`src/rtl/mdio_phy_responder.sv`:
```
// MDIO (Clause 22) PHY-side responder serving a 32 x 16 register file.
// Frame bits are taken from the synchronised MDIO line on each rising MDC. The read data is driven in the
// clk_clk cycle after the MDC rise, so it is stable at the master's next rising MDC. There is no other backpressure.
// Ports:
//   clk_clk, reset_reset_n : system clock (at least 8x MDC) and synchronous active-low reset
//   mdc, mdio_i            : management clock and resolved MDIO line from the MAC
//   mdio_o, mdio_oe        : responder drive value and output enable (active high)
//   status_in              : live value returned for register 1
//   ctrl_out               : current contents of register 0
//   wr_strobe/addr/data    : one-cycle export of each accepted write
//   frame_err              : one-cycle pulse on a bad write turnaround addressed to this PHY
module mdio_phy_responder #(
  parameter logic [4:0]  PHY_ADDR     = 5'd1,
  parameter int          PREAMBLE_LEN = 32,
  parameter logic [15:0] PHY_ID1      = 16'h0022,
  parameter logic [15:0] PHY_ID2      = 16'h1620,
  parameter logic [15:0] CTRL_RESET   = 16'h1140
) (
  input  logic        clk_clk,
  input  logic        reset_reset_n,
  input  logic        mdc,
  input  logic        mdio_i,
  output logic        mdio_o,
  output logic        mdio_oe,
  input  logic [15:0] status_in,
  output logic [15:0] ctrl_out,
  output logic        wr_strobe,
  output logic [4:0]  wr_addr,
  output logic [15:0] wr_data,
  output logic        frame_err
);

  localparam int PW = $clog2(PREAMBLE_LEN + 1);
  localparam logic [PW-1:0] PRE_MAX = PW'(PREAMBLE_LEN);
  localparam logic [PW-1:0] PRE_ONE = PW'(1);

  typedef enum logic [2:0] {
    S_PRE, S_START, S_OP, S_PHYAD, S_REGAD, S_TA, S_RDATA, S_WDATA
  } state_t;

  logic          r_mdc_s1, r_mdc_s2, r_mdc_s3;
  logic          r_mdio_s1, r_mdio_s2;
  logic          w_rise, w_bit;

  state_t        r_state, w_state_nxt;
  logic [PW-1:0] r_pre_cnt;
  logic [4:0]    r_bit_cnt;
  logic          r_first;     // first bit of a two-bit field (OP or TA)
  logic          r_is_read;
  logic [3:0]    r_phyad;     // leading four PHYAD bits; the fifth arrives with the decision
  logic [4:0]    r_regad;
  logic [15:0]   r_shift;

  logic [15:0]   r_ctrl;
  logic [15:0]   r_regs [0:31];

  logic          r_mdio_o, r_mdio_oe;
  logic          r_wr_strobe, r_frame_err;
  logic [4:0]    r_wr_addr;
  logic [15:0]   r_wr_data;

  logic          w_snap, w_wr_fire, w_ferr;
  logic [15:0]   w_rd_word, w_wr_word;

  // Two-flop synchronisers, plus one extra MDC stage for edge detection.
  always_ff @(posedge clk_clk) begin
    if (!reset_reset_n) begin
      r_mdc_s1  <= 1'b0;
      r_mdc_s2  <= 1'b0;
      r_mdc_s3  <= 1'b0;
      r_mdio_s1 <= 1'b1;
      r_mdio_s2 <= 1'b1;
    end else begin
      r_mdc_s1  <= mdc;
      r_mdc_s2  <= r_mdc_s1;
      r_mdc_s3  <= r_mdc_s2;
      r_mdio_s1 <= mdio_i;
      r_mdio_s2 <= r_mdio_s1;
    end
  end

  assign w_rise    = r_mdc_s2 & ~r_mdc_s3;
  assign w_bit     = r_mdio_s2;
  assign w_wr_word = {r_shift[14:0], w_bit};

  always_comb begin
    case (r_regad)
      5'd0:    w_rd_word = r_ctrl;
      5'd1:    w_rd_word = status_in;
      5'd2:    w_rd_word = PHY_ID1;
      5'd3:    w_rd_word = PHY_ID2;
      default: w_rd_word = r_regs[r_regad];
    endcase
  end

  always_ff @(posedge clk_clk) begin
    if (!reset_reset_n) r_state <= S_PRE;
    else                r_state <= w_state_nxt;
  end

  always_comb begin
    w_state_nxt = r_state;
    w_snap      = 1'b0;
    w_wr_fire   = 1'b0;
    w_ferr      = 1'b0;
    if (w_rise) begin
      case (r_state)
        S_PRE:   if (!w_bit && r_pre_cnt >= PRE_MAX) w_state_nxt = S_START;
        S_START: w_state_nxt = w_bit ? S_OP : S_PRE;
        // 10 and 01 are the only legal opcodes; others drop silently.
        S_OP:    if (r_bit_cnt == 5'd1) w_state_nxt = (r_first != w_bit) ? S_PHYAD : S_PRE;
        S_PHYAD: if (r_bit_cnt == 5'd4)
                   w_state_nxt = ({r_phyad, w_bit} == PHY_ADDR) ? S_REGAD : S_PRE;
        S_REGAD: if (r_bit_cnt == 5'd4) w_state_nxt = S_TA;
        S_TA: begin
          if (r_is_read) begin
            // The read word is captured on the first turnaround bit.
            w_snap      = 1'b1;
            w_state_nxt = S_RDATA;
          end else if (r_bit_cnt == 5'd1) begin
            if (r_first && !w_bit) begin
              w_state_nxt = S_WDATA;
            end else begin
              w_ferr      = 1'b1;
              w_state_nxt = S_PRE;
            end
          end
        end
        S_RDATA: if (r_bit_cnt == 5'd16) w_state_nxt = S_PRE;
        S_WDATA: if (r_bit_cnt == 5'd15) begin
                   w_wr_fire   = 1'b1;
                   w_state_nxt = S_PRE;
                 end
        default: w_state_nxt = S_PRE;
      endcase
    end
  end

  always_ff @(posedge clk_clk) begin
    if (!reset_reset_n) begin
      r_pre_cnt   <= '0;
      r_bit_cnt   <= '0;
      r_first     <= 1'b0;
      r_is_read   <= 1'b0;
      r_phyad     <= '0;
      r_regad     <= '0;
      r_shift     <= '0;
      r_mdio_o    <= 1'b1;
      r_mdio_oe   <= 1'b0;
      r_wr_strobe <= 1'b0;
      r_frame_err <= 1'b0;
      r_wr_addr   <= '0;
      r_wr_data   <= '0;
      r_ctrl      <= CTRL_RESET;
      for (int i = 0; i < 32; i++) r_regs[i] <= '0;
    end else begin
      r_wr_strobe <= w_wr_fire;
      r_frame_err <= w_ferr;
      if (w_rise) begin
        // Bit counter restarts at every field boundary.
        if (w_state_nxt != r_state) r_bit_cnt <= '0;
        else                        r_bit_cnt <= r_bit_cnt + 5'd1;

        case (r_state)
          S_PRE: begin
            // A 0 bit either starts a frame or breaks the run. Either way the
            // count is cleared, so every frame needs a fresh preamble.
            if (!w_bit)                  r_pre_cnt <= '0;
            else if (r_pre_cnt < PRE_MAX) r_pre_cnt <= r_pre_cnt + PRE_ONE;
          end
          S_OP: begin
            if (r_bit_cnt == 5'd0) r_first   <= w_bit;
            else                   r_is_read <= r_first;
          end
          S_PHYAD: r_phyad <= {r_phyad[2:0], w_bit};
          S_REGAD: r_regad <= {r_regad[3:0], w_bit};
          S_TA: begin
            r_first <= w_bit;
            if (w_snap) begin
              r_shift   <= w_rd_word;
              r_mdio_oe <= 1'b1;
              r_mdio_o  <= 1'b0;
            end
          end
          S_RDATA: begin
            if (r_bit_cnt == 5'd16) begin
              r_mdio_oe <= 1'b0;
              r_mdio_o  <= 1'b1;
            end else begin
              r_mdio_o <= r_shift[15];
              r_shift  <= {r_shift[14:0], 1'b0};
            end
          end
          S_WDATA: begin
            r_shift <= w_wr_word;
            if (w_wr_fire) begin
              r_wr_addr <= r_regad;
              r_wr_data <= w_wr_word;
              // Register 0 bit 15 is a self-clearing soft reset.
              if (r_regad == 5'd0)      r_ctrl <= w_wr_word[15] ? CTRL_RESET : w_wr_word;
              else if (r_regad >= 5'd4) r_regs[r_regad] <= w_wr_word;
            end
          end
          default: ;
        endcase
      end
    end
  end

  assign mdio_o    = r_mdio_o;
  assign mdio_oe   = r_mdio_oe;
  assign ctrl_out  = r_ctrl;
  assign wr_strobe = r_wr_strobe;
  assign wr_addr   = r_wr_addr;
  assign wr_data   = r_wr_data;
  assign frame_err = r_frame_err;

endmodule

```
`config.mk`:
```
export PLATFORM = sky130hd
export DESIGN_NAME = mdio_phy_responder
export DESIGN_NICKNAME = d
export VERILOG_FILES = /design/src/rtl/mdio_phy_responder.sv
export SDC_FILE = /design/constraint.sdc
export NUM_CORES = 1
export LEC_CHECK = 0
export CAP_MARGIN = 20
export CELL_PAD_IN_SITES_DETAIL_PLACEMENT = 0
export CELL_PAD_IN_SITES_GLOBAL_PLACEMENT = 2
export CORE_ASPECT_RATIO = 1.4
export CORE_UTILIZATION = 43
export CTS_BUF_LIST = sky130_fd_sc_hd__clkbuf_8
export CTS_CLUSTER_DIAMETER = 100
export DETAILED_ROUTE_END_ITERATION = 10
export GPL_ROUTABILITY_DRIVEN = 1
export PLACE_DENSITY = 0.76
export SLEW_MARGIN = 20
export SYNTH_ARGS = -nofsm -noshare
export SYNTH_HDL_FRONTEND = slang
export SYNTH_SLANG_ARGS = --single-unit
```
`constraint.sdc`:
```
create_clock -name clk_clk -period 3.7 [get_ports clk_clk]
set_input_delay 0.555 -clock clk_clk [delete_from_list [all_inputs] [get_ports clk_clk]]
set_output_delay 0.555 -clock clk_clk [all_outputs]
set_load 0.05 [all_outputs]
```
==> metrics.cfg, run 1 <==
[status]
status = finished clean

[route]
routedWlPerCell_um = 24.6
highest_layer = met4
routed-wl-met2_mm = 37.1
drc = 0
drt-initial-drc-count = 1319
routed_wl_mm = 71.7
dr_wl_met3_mm = 3.24
firstDrtPassIters = 5
vias = 16000
met1_length_mm = 27.8
avgViaCountPerCell = 5.48
ant_nets = 0

[clocking]
postCtsResizedCells = 0
clock_sinks = 603
clk_pin_slew_ns = 0.06
cts_tree = yes
cts_hold_buf = 0
cts_setup_buffers = 0
cts-htree-levels = 3
clockRootBuffer = clkbuf_8
clock_latency_ns = 0.70
clockBufferDepth = 3
numCtsBuffers = 92

[sta]
fin_worst_skew_ns = 0.0230
slew_headroom = 0.383
rsz0062_at_grt = false
setup_violations = 0
worst_pin_slew_ns = 0.925
min_period_ns = 3.22
fmax_ghz = 0.310
hold_violations = 0
fin_tns_setup_ns = 0
fin_crit_sh = 0.871
finalMaxSlewViolations = 0

[finish]
multi_input_area_um2 = 9390
fillCellCount = 5385
drive_above_1_share = 0.185
syn2layout_area_growth_pct = 13.3
design_area_um2 = 30800
seqCellArea_um2 = 17200
finalNetCount = 2043

[synthesis]
ys_top_cells_by_area = edfxtp_1 57%, mux4_2 12%, and2_1 9.1%
synth_most_common_cell = edfxtp_1
syn_area_per_cell_um2 = 14.4
ys_seq_area_frac = 0.632
synth-edff-count = 512
postSynthCellCount = 1888
yosysWarningCount = 0
synth_top_area_share = 0.565
synthArstFlopShare = 0
syn_area_um2 = 27200
synthTopCellsByCount = 512 x edfxtp_1, 396 x and2_1, 141 x mux4_2
ys_seq_elements = 603
synth_largest_area_cell = edfxtp_1
synthDistinctLibCells = 67
ys.flop_type = edfxtp_1

[job]
maxCapViolations = 0

[global_routing]
grt_pass1_vias = 16400
grt_util_all_layers = 0.227
grt_max_degree = 68
antenna_found_initial = 4
grt_pass1_wl_mm = 107
gr-total-overflow = 0

[floorplan]
io_pins = 61
fp.dieW_um = 215
die_h_um = 300
floorplan.initialDensity = 0.437
core-area_um2 = 62300
rows = 108
die_area_um2 = 64300

[placement]
gp_congestion = 0.827
dpl-instance-area_um2 = 29000
port_buffers = 59
hpwl_mm = 46.8

[critical_path]
cp.arrival_ns = 3.79
end_kind = flop
path_max_fanout = 16
crit_path_start_kind = flop
cp_data_required_time_ns = 4.27
critPathKind = reg -> reg

[pwr]
ir_worst_vdd_uv = 238
powerDensity_nw_per_um2 = 442
cellLeakagePower_nw = 10.3

[hold_path]
min_path_type = in -> reg

## sequential cells by signal (all words and copies together) (netlist names), named ones only
signal	cells
wr_strobe	1
r_shift	16
r_mdio_s1	1
r_mdc_s1	1
r_pre_cnt	6
r_first	1
r_mdio_s2	1
r_state	3
r_bit_cnt	5
r_regs	512
mdio_oe	1
r_mdc_s2	1
ctrl_out	15
mdio_o	1
r_phyad	4
frame_err	1
r_regad	5
r_mdc_s3	1
wr_data	16
r_is_read	1
wr_addr	5
## layout make-up
type | instances | area share
timing repair buffer | 150 | 0.0443
inverter | 15 | 0.00187
clock inverter | 72 | 0.0130
tap | 825 | 0.0335
clock buffer | 98 | 0.0438
antenna | 1 | 0.0000812
sequential | 603 | 0.559
multi-input combinational | 1154 | 0.305
## logic make-up after synthesis
logic type | Yosys count | synth area share
adders and majority gates | 7 | 0.00322
and+or+nand+nor | 719 | 0.150
other | 1 | 0.000138
muxes | 186 | 0.143
AOI/OAI and AO/OA | 177 | 0.0392
buffers and inverters | 195 | 0.0319
DFF | 603 | 0.632
## layout by cell type, fill, tap and decap left out, types with 12 or more instances in the layout
| cell type | count |
|---|---|
| nand2_1 | 73 |
| clkinv_1 | 30 |
| buf_4 | 84 |
| mux2_2 | 12 |
| o21ai_1 | 29 |
| a21oi_1 | 58 |
| dfxtp_2 | 12 |
| o211ai_1 | 14 |
| mux2i_1 | 17 |
| dfxtp_1 | 77 |
| mux4_2 | 141 |
| nor3_1 | 70 |
| nor2b_1 | 27 |
| inv_1 | 41 |
| clkbuf_8 | 98 |
| clkdlybuf4s50_1 | 58 |
| a31oi_1 | 13 |
| nor3b_1 | 14 |
| o21ai_0 | 23 |
| and2_1 | 396 |
| edfxtp_1 | 512 |
| nand3_1 | 21 |
| conb_1 | 65 |
| nand2b_1 | 19 |
| mux4_1 | 16 |
| nor2_1 | 76 |
## per-stage QoR
stage	instances	util	setup slack (ns)	power, mW	hold slack (ns)
finish	2918	0.495	0.479	13.6	0.353
global placement	2746	0.466	0.576	8.38	0.398
floorplan	1952	-	0.115	8.14	0.386
global route	2918	0.495	0.284	14.0	0.355
detailed placement	2746	0.466	0.489	8.40	0.410
CTS	2916	0.494	0.477	13.7	0.310
## path summary, 6_finish.rpt
kind | start | endpoint | slack [ns] | cells past startpoint
worst min-delay path | reset_reset_n | r_mdio_s1 | 0.35 | 3
worst min register to register | r_mdio_s1 | r_mdio_s2 | 0.42 | 1
worst max-delay path | r_bit_cnt[0] | r_regs[24][8] | 0.48 | 9
worst max register to register | r_bit_cnt[0] | r_regs[24][8] | 0.48 | 9
## critical path, stage by stage (launching register included)
cell	delay (ns)
dfxtp_1	0.43
ha_1	0.19
and3_1	0.16
ha_1	0.23
nand2_1	0.14
or3_1	0.39
nor3_4	0.28
nand3_2	0.33
nor2_1	0.70
and2_1	0.23
## power by group
group,switching (mW),internal (mW),total (mW)
clock network,2.70,2.67,5.37
logic,0.300,0.192,0.492
registers,0.0950,7.67,7.76
total,3.09,10.5,13.6
## per-layer routing
metal	vias up	track usage
li1	7201	-
met1	8158	0.272
met2	485	0.398
met3	141	0.0279
met4	0	0.124
met5	-	0
No activity file was read; power rests on OpenSTA's default activity.
==> run 2: changes to the inputs <==
Settings changed: CTS_CLUSTER_SIZE from default to 14, PLACE_DENSITY 0.76 to 0.79.
==> metrics.cfg, run 2 (same netlist as run 1, synthesis figures left out) <==
[status]
status = finished clean

[route]
vias = 15900  ; -0.39%
routedWlPerCell_um = 26.1  ; +6.3%
routed_wl_mm = 74.3  ; +3.7%
drt-initial-drc-count = 1261  ; -4.4%
drc = 0  ; unchanged
firstDrtPassIters = 7  ; +2
ant_nets = 0  ; unchanged
avgViaCountPerCell = 5.59  ; +2.1%

[clocking]
clock_sinks = 603  ; unchanged
postCtsResizedCells = 0  ; unchanged
clockBufferDepth = 3  ; unchanged
clk_pin_slew_ns = 0.09  ; +0.03 ns
cts_setup_buffers = 0  ; unchanged
cts-htree-levels = 2  ; -1
clock_latency_ns = 0.68  ; -0.02 ns
clockRootBuffer = clkbuf_8
numCtsBuffers = 49  ; -47%
cts_hold_buf = 0  ; unchanged
cts_tree = yes

[critical_path]
path_max_fanout = 16  ; unchanged
cp_data_required_time_ns = 4.23  ; -0.04 ns
rrSetupSlack_ns = 0.47  ; about the same
cp_num_buf_inv = 0  ; unchanged
end_kind = flop
path_delay_family = simple AND/OR/NAND/NOR gates
critPathKind = reg -> reg
cpMaxStageDelayCell = nor2_1
crit_path_start_kind = flop
cp.arrival_ns = 3.76  ; -0.03 ns
slowest_delay_ns = 0.64  ; -0.06 ns
crit_chain = ha_1 -> and3_1 -> ha_1 -> nand2_1 -> or3_1 -> nor3_4 -> nand2_1 -> nor2_1 -> and2_1

[sta]
worst_pin_slew_ns = 1.11  ; +0.187 ns
fmax_ghz = 0.309  ; -0.32%
finalMaxSlewViolations = 0  ; unchanged
setup_violations = 0  ; unchanged
fin_crit_sh = 0.873  ; +0.00284
hold_violations = 0  ; unchanged
min_period_ns = 3.23  ; +0.0105 ns
fin_worst_skew_ns = 0.0363  ; +0.0134 ns
rsz0062_at_grt = false
fin_tns_setup_ns = 0  ; unchanged
slew_headroom = 0.259  ; -0.124

[global_routing]
grt_pass1_wl_mm = 110  ; +2.7%
grt_pass1_vias = 16300  ; -0.54%
grt_max_degree = 62  ; -8.8%
grt_util_all_layers = 0.234  ; +0.00724
antenna_found_initial = 2  ; -2
gr-total-overflow = 0  ; unchanged

[finish]
finalNetCount = 2016  ; -1.3%
largest_reg_flops = 512  ; unchanged
regMostFlops = r_regs
syn2layout_area_growth_pct = 10.2
layout.cells.non_filler = 2847  ; -2.4%
final_common_cell = edfxtp_1
final_cell_mix = 512 x edfxtp_1, 396 x and2_1, 141 x mux4_2, 102 x buf_4, 81 x dfxtp_1
drive_above_1_share = 0.168  ; -0.0167

[floorplan]
rows = 108  ; unchanged
core-area_um2 = 62300  ; unchanged
fp.dieW_um = 215  ; unchanged
die_h_um = 300  ; unchanged
die_area_um2 = 64300  ; unchanged
floorplan.initialDensity = 0.437  ; unchanged
io_pins = 61  ; unchanged

[pwr]
cellLeakagePower_nw = 9.88  ; -3.9%
powerDensity_nw_per_um2 = 391  ; -11%
ir_worst_vdd_uv = 241  ; +1.3%

[placement]
gp_congestion = 0.873  ; +5.6%
hpwl_mm = 48.9  ; +4.6%
placedCellCount = 2763  ; +0.62%
port_buffers = 59  ; unchanged

[job]
maxCapViolations = 0  ; unchanged

[hold_path]
min_path_type = in -> reg

## run 2: worst paths after layout
kind / from / to / cells after the start
worst max-delay path: r_bit_cnt[0] / r_regs[9][3] / 9
worst min-delay path: reset_reset_n / r_mdio_s2 / 3
worst max register to register: r_bit_cnt[0] / r_regs[9][3] / 9
worst min register to register: r_mdio_s1 / r_mdio_s2 / 1
## run 2: report_power, final
group	switching, mW	internal (mW)	leakage (nW)
combinational	0.310	0.195	3.74
sequential	0.0982	7.65	5.62
clock	2.23	1.25	0.520
## run 2: layer usage
metal	up-vias	wire length, µm	GRT usage
met4	0	3050	0.0939
met1	8273	29300	0.291
met5	-	0	0
li1	7096	-	-
met2	447	39100	0.420
met3	107	2890	0.0224
## run 2: worst min-delay path, cell delays in order
cell and delay (ns):
buf_2 0.15, buf_4 0.24, nand2b_1 0.10
## run 2: layout make-up
cell class / count / area [µm²]
fill: 5371 / 32300
sequential: 603 / 17200
multi-input combinational: 1154 / 9390
timing repair buffer: 166 / 1450
tap: 825 / 1030
clock buffer: 49 / 674
clock inverter: 33 / 151
inverter: 15 / 57.6
antenna: 2 / 5.00
## run 2: stage by stage
| step | hold slack [ns] | setup slack (ns) | utilization | total power [mW] | area [µm²] |
|---|---|---|---|---|---|
| 2_1_floorplan | 0.386 | 0.115 | - | 8.14 | 27400 |
| 3_3_place_gp | 0.390 | 0.618 | 0.468 | 8.40 | 29100 |
| 3_5_place_dp | 0.396 | 0.569 | 0.468 | 8.42 | 29100 |
| 4_1_cts | 0.366 | 0.514 | 0.481 | 11.8 | 30000 |
| 5_1_grt | 0.392 | 0.234 | 0.481 | 12.1 | 30000 |
| 6_report | 0.404 | 0.468 | 0.481 | 11.7 | 30000 |
==> run 3: changes to the inputs <==
Settings changed: CELL_PAD_IN_SITES_DETAIL_PLACEMENT 0 to default, CELL_PAD_IN_SITES_GLOBAL_PLACEMENT 2 to default, CORE_UTILIZATION 43 to 50, PLACE_DENSITY 0.79 to 0.69.
==> metrics.cfg, run 3 (same netlist as run 1, synthesis figures left out) <==
[status]
status = finished clean

[floorplan]
io_pins = 61  ; unchanged
core-area_um2 = 53400  ; -14%
die_area_um2 = 55400  ; -14%
die_h_um = 278  ; -7.2%
rows = 100  ; -7.4%
fp.dieW_um = 199  ; -7.2%
floorplan.initialDensity = 0.509  ; +0.0725

[global_routing]
grt_util_all_layers = 0.258  ; +0.0240
gr-total-overflow = 0  ; unchanged
antenna_found_initial = 2  ; unchanged
grt_pass1_vias = 16000  ; -2.0%
grt_max_degree = 45  ; -27%
grt_pass1_wl_mm = 103  ; -5.9%

[finish]
syn2layout_area_growth_pct = 9.47
finalNetCount = 2006  ; -0.50%
largest_reg_flops = 512  ; unchanged
fin_util = 0.557  ; +0.0763
final_cell_mix = 512 x edfxtp_1, 396 x and2_1, 141 x mux4_2, 94 x buf_4, 78 x dfxtp_1
regMostFlops = r_regs
drive_above_1_share = 0.164  ; -0.00396
final_common_cell = edfxtp_1
design_area_um2 = 29800  ; -0.64%

[sta]
setup_violations = 0  ; unchanged
worst_pin_slew_ns = 1.10  ; -0.0130 ns
fin_worst_skew_ns = 0.0287  ; -0.00762 ns
fin_crit_sh = 0.868  ; -0.00568
min_period_ns = 3.21  ; -0.0210 ns
fin_tns_setup_ns = 0  ; unchanged
hold_violations = 0  ; unchanged
fmax_ghz = 0.311  ; +0.65%
slew_headroom = 0.267  ; +0.00788
rsz0062_at_grt = false
finalMaxSlewViolations = 0  ; unchanged

[pwr]
pwr-share-seq = 0.661  ; about the same
powerDensity_nw_per_um2 = 394  ; +0.66%
p_int_mw = 9.14  ; +0.48%
p_clk_frac = 0.298  ; +0.002
p_sw_mw = 2.59  ; -1.6%
switching_share = 0.221  ; -0.00361
ir_worst_vdd_uv = 253  ; +4.8%
cellLeakagePower_nw = 9.88  ; about the same
combinationalPowerShare = 0.041  ; -0.002

[critical_path]
end_kind = flop
path_max_fanout = 16  ; unchanged
critPathKind = reg -> reg
slowest_delay_ns = 0.75  ; +0.11 ns
cp_data_required_time_ns = 4.21  ; -0.02 ns
cp.arrival_ns = 3.72  ; -0.04 ns
cpMaxStageDelayCell = nor2_1
crit_chain = ha_1 -> and3_1 -> ha_1 -> nand2_1 -> or3_1 -> nor3_4 -> nand3_2 -> nor2_1 -> and2_1
crit_path_start_kind = flop
cp_common_cell = ha_1

[route]
drt-initial-drc-count = 1421  ; +13%
drc = 0  ; unchanged
avgViaCountPerCell = 5.87  ; +4.9%
routedWlPerCell_um = 25.5  ; -2.2%
firstDrtPassIters = 6  ; -1
vias = 16000  ; +0.75%
routed_wl_mm = 69.8  ; -6.1%
ant_nets = 0  ; unchanged

[clocking]
clockBufferDepth = 3  ; unchanged
cts_hold_buf = 0  ; unchanged
clk_pin_slew_ns = 0.09  ; about the same
cts-htree-levels = 2  ; unchanged
clock_sinks = 603  ; unchanged
numCtsBuffers = 49  ; unchanged
cts_tree = yes
clockRootBuffer = clkbuf_8
clock_latency_ns = 0.65  ; -0.03 ns
postCtsResizedCells = 0  ; unchanged
cts_setup_buffers = 0  ; unchanged

[placement]
hpwl_mm = 45.8  ; -6.3%
port_buffers = 59  ; unchanged
dpl-instance-area_um2 = 28900  ; -0.81%
gp_congestion = 0.849  ; -2.9%

[hold_path]
min_path_type = in -> reg

[job]
maxCapViolations = 0  ; unchanged

-- run 3: critical path: cells and delay by family (launching register included) --
kind                     cells  cell delay [ns]
adder cells (fa/ha/maj)      2             0.43
AND/OR/NAND/NOR              7             2.20
flip-flops                   1             0.45
-- run 3: worst paths after layout --
kind	startpoint	endpoint	slack [ns]	cells after the start
setup / recovery	r_bit_cnt[0]	r_regs[27][2]	0.49	9
hold / removal	reset_reset_n	r_mdio_s2	0.30	2
setup reg to reg	r_bit_cnt[0]	r_regs[27][2]	0.49	9
hold reg to reg	r_mdio_s1	r_mdio_s2	0.42	1
-- run 3: cell type report --
cell class	count	area (µm²)
sequential	603	17200
clock buffer	51	702
clock inverter	41	170
timing repair buffer	156	1350
antenna	1	2.50
tap	714	893
inverter	15	57.6
fill	4249	23600
multi-input combinational	1154	9390
-- run 3: power by group through the flow --
stage	logic, mW	registers, mW	clock network, mW
floorplan	0.279	7.87	0
global placement	0.471	7.89	0
detailed placement	0.481	7.90	0
CTS	0.482	7.75	3.56
global route	0.503	7.78	3.79
finish	0.480	7.75	3.50
-- run 3: stage by stage --
step | std cells | power [mW] | setup slack, ns | hold slack, ns
final | 2735 | 11.7 | 0.489 | 0.295
after global placement | 2642 | 8.36 | 0.540 | 0.397
after CTS | 2734 | 11.8 | 0.502 | 0.262
after floorplan | 1952 | 8.14 | 0.115 | 0.386
after detailed placement | 2642 | 8.39 | 0.525 | 0.399
after global routing | 2735 | 12.1 | 0.203 | 0.298
-- run 3: layer usage --
layer  wire length, µm  track usage  vias up
li1                  -            -     7085
met1             25800        0.321     8161
met2             35900        0.439      630
met3              4320       0.0344      166
met4              3710        0.131        0
met5                 0            0        -
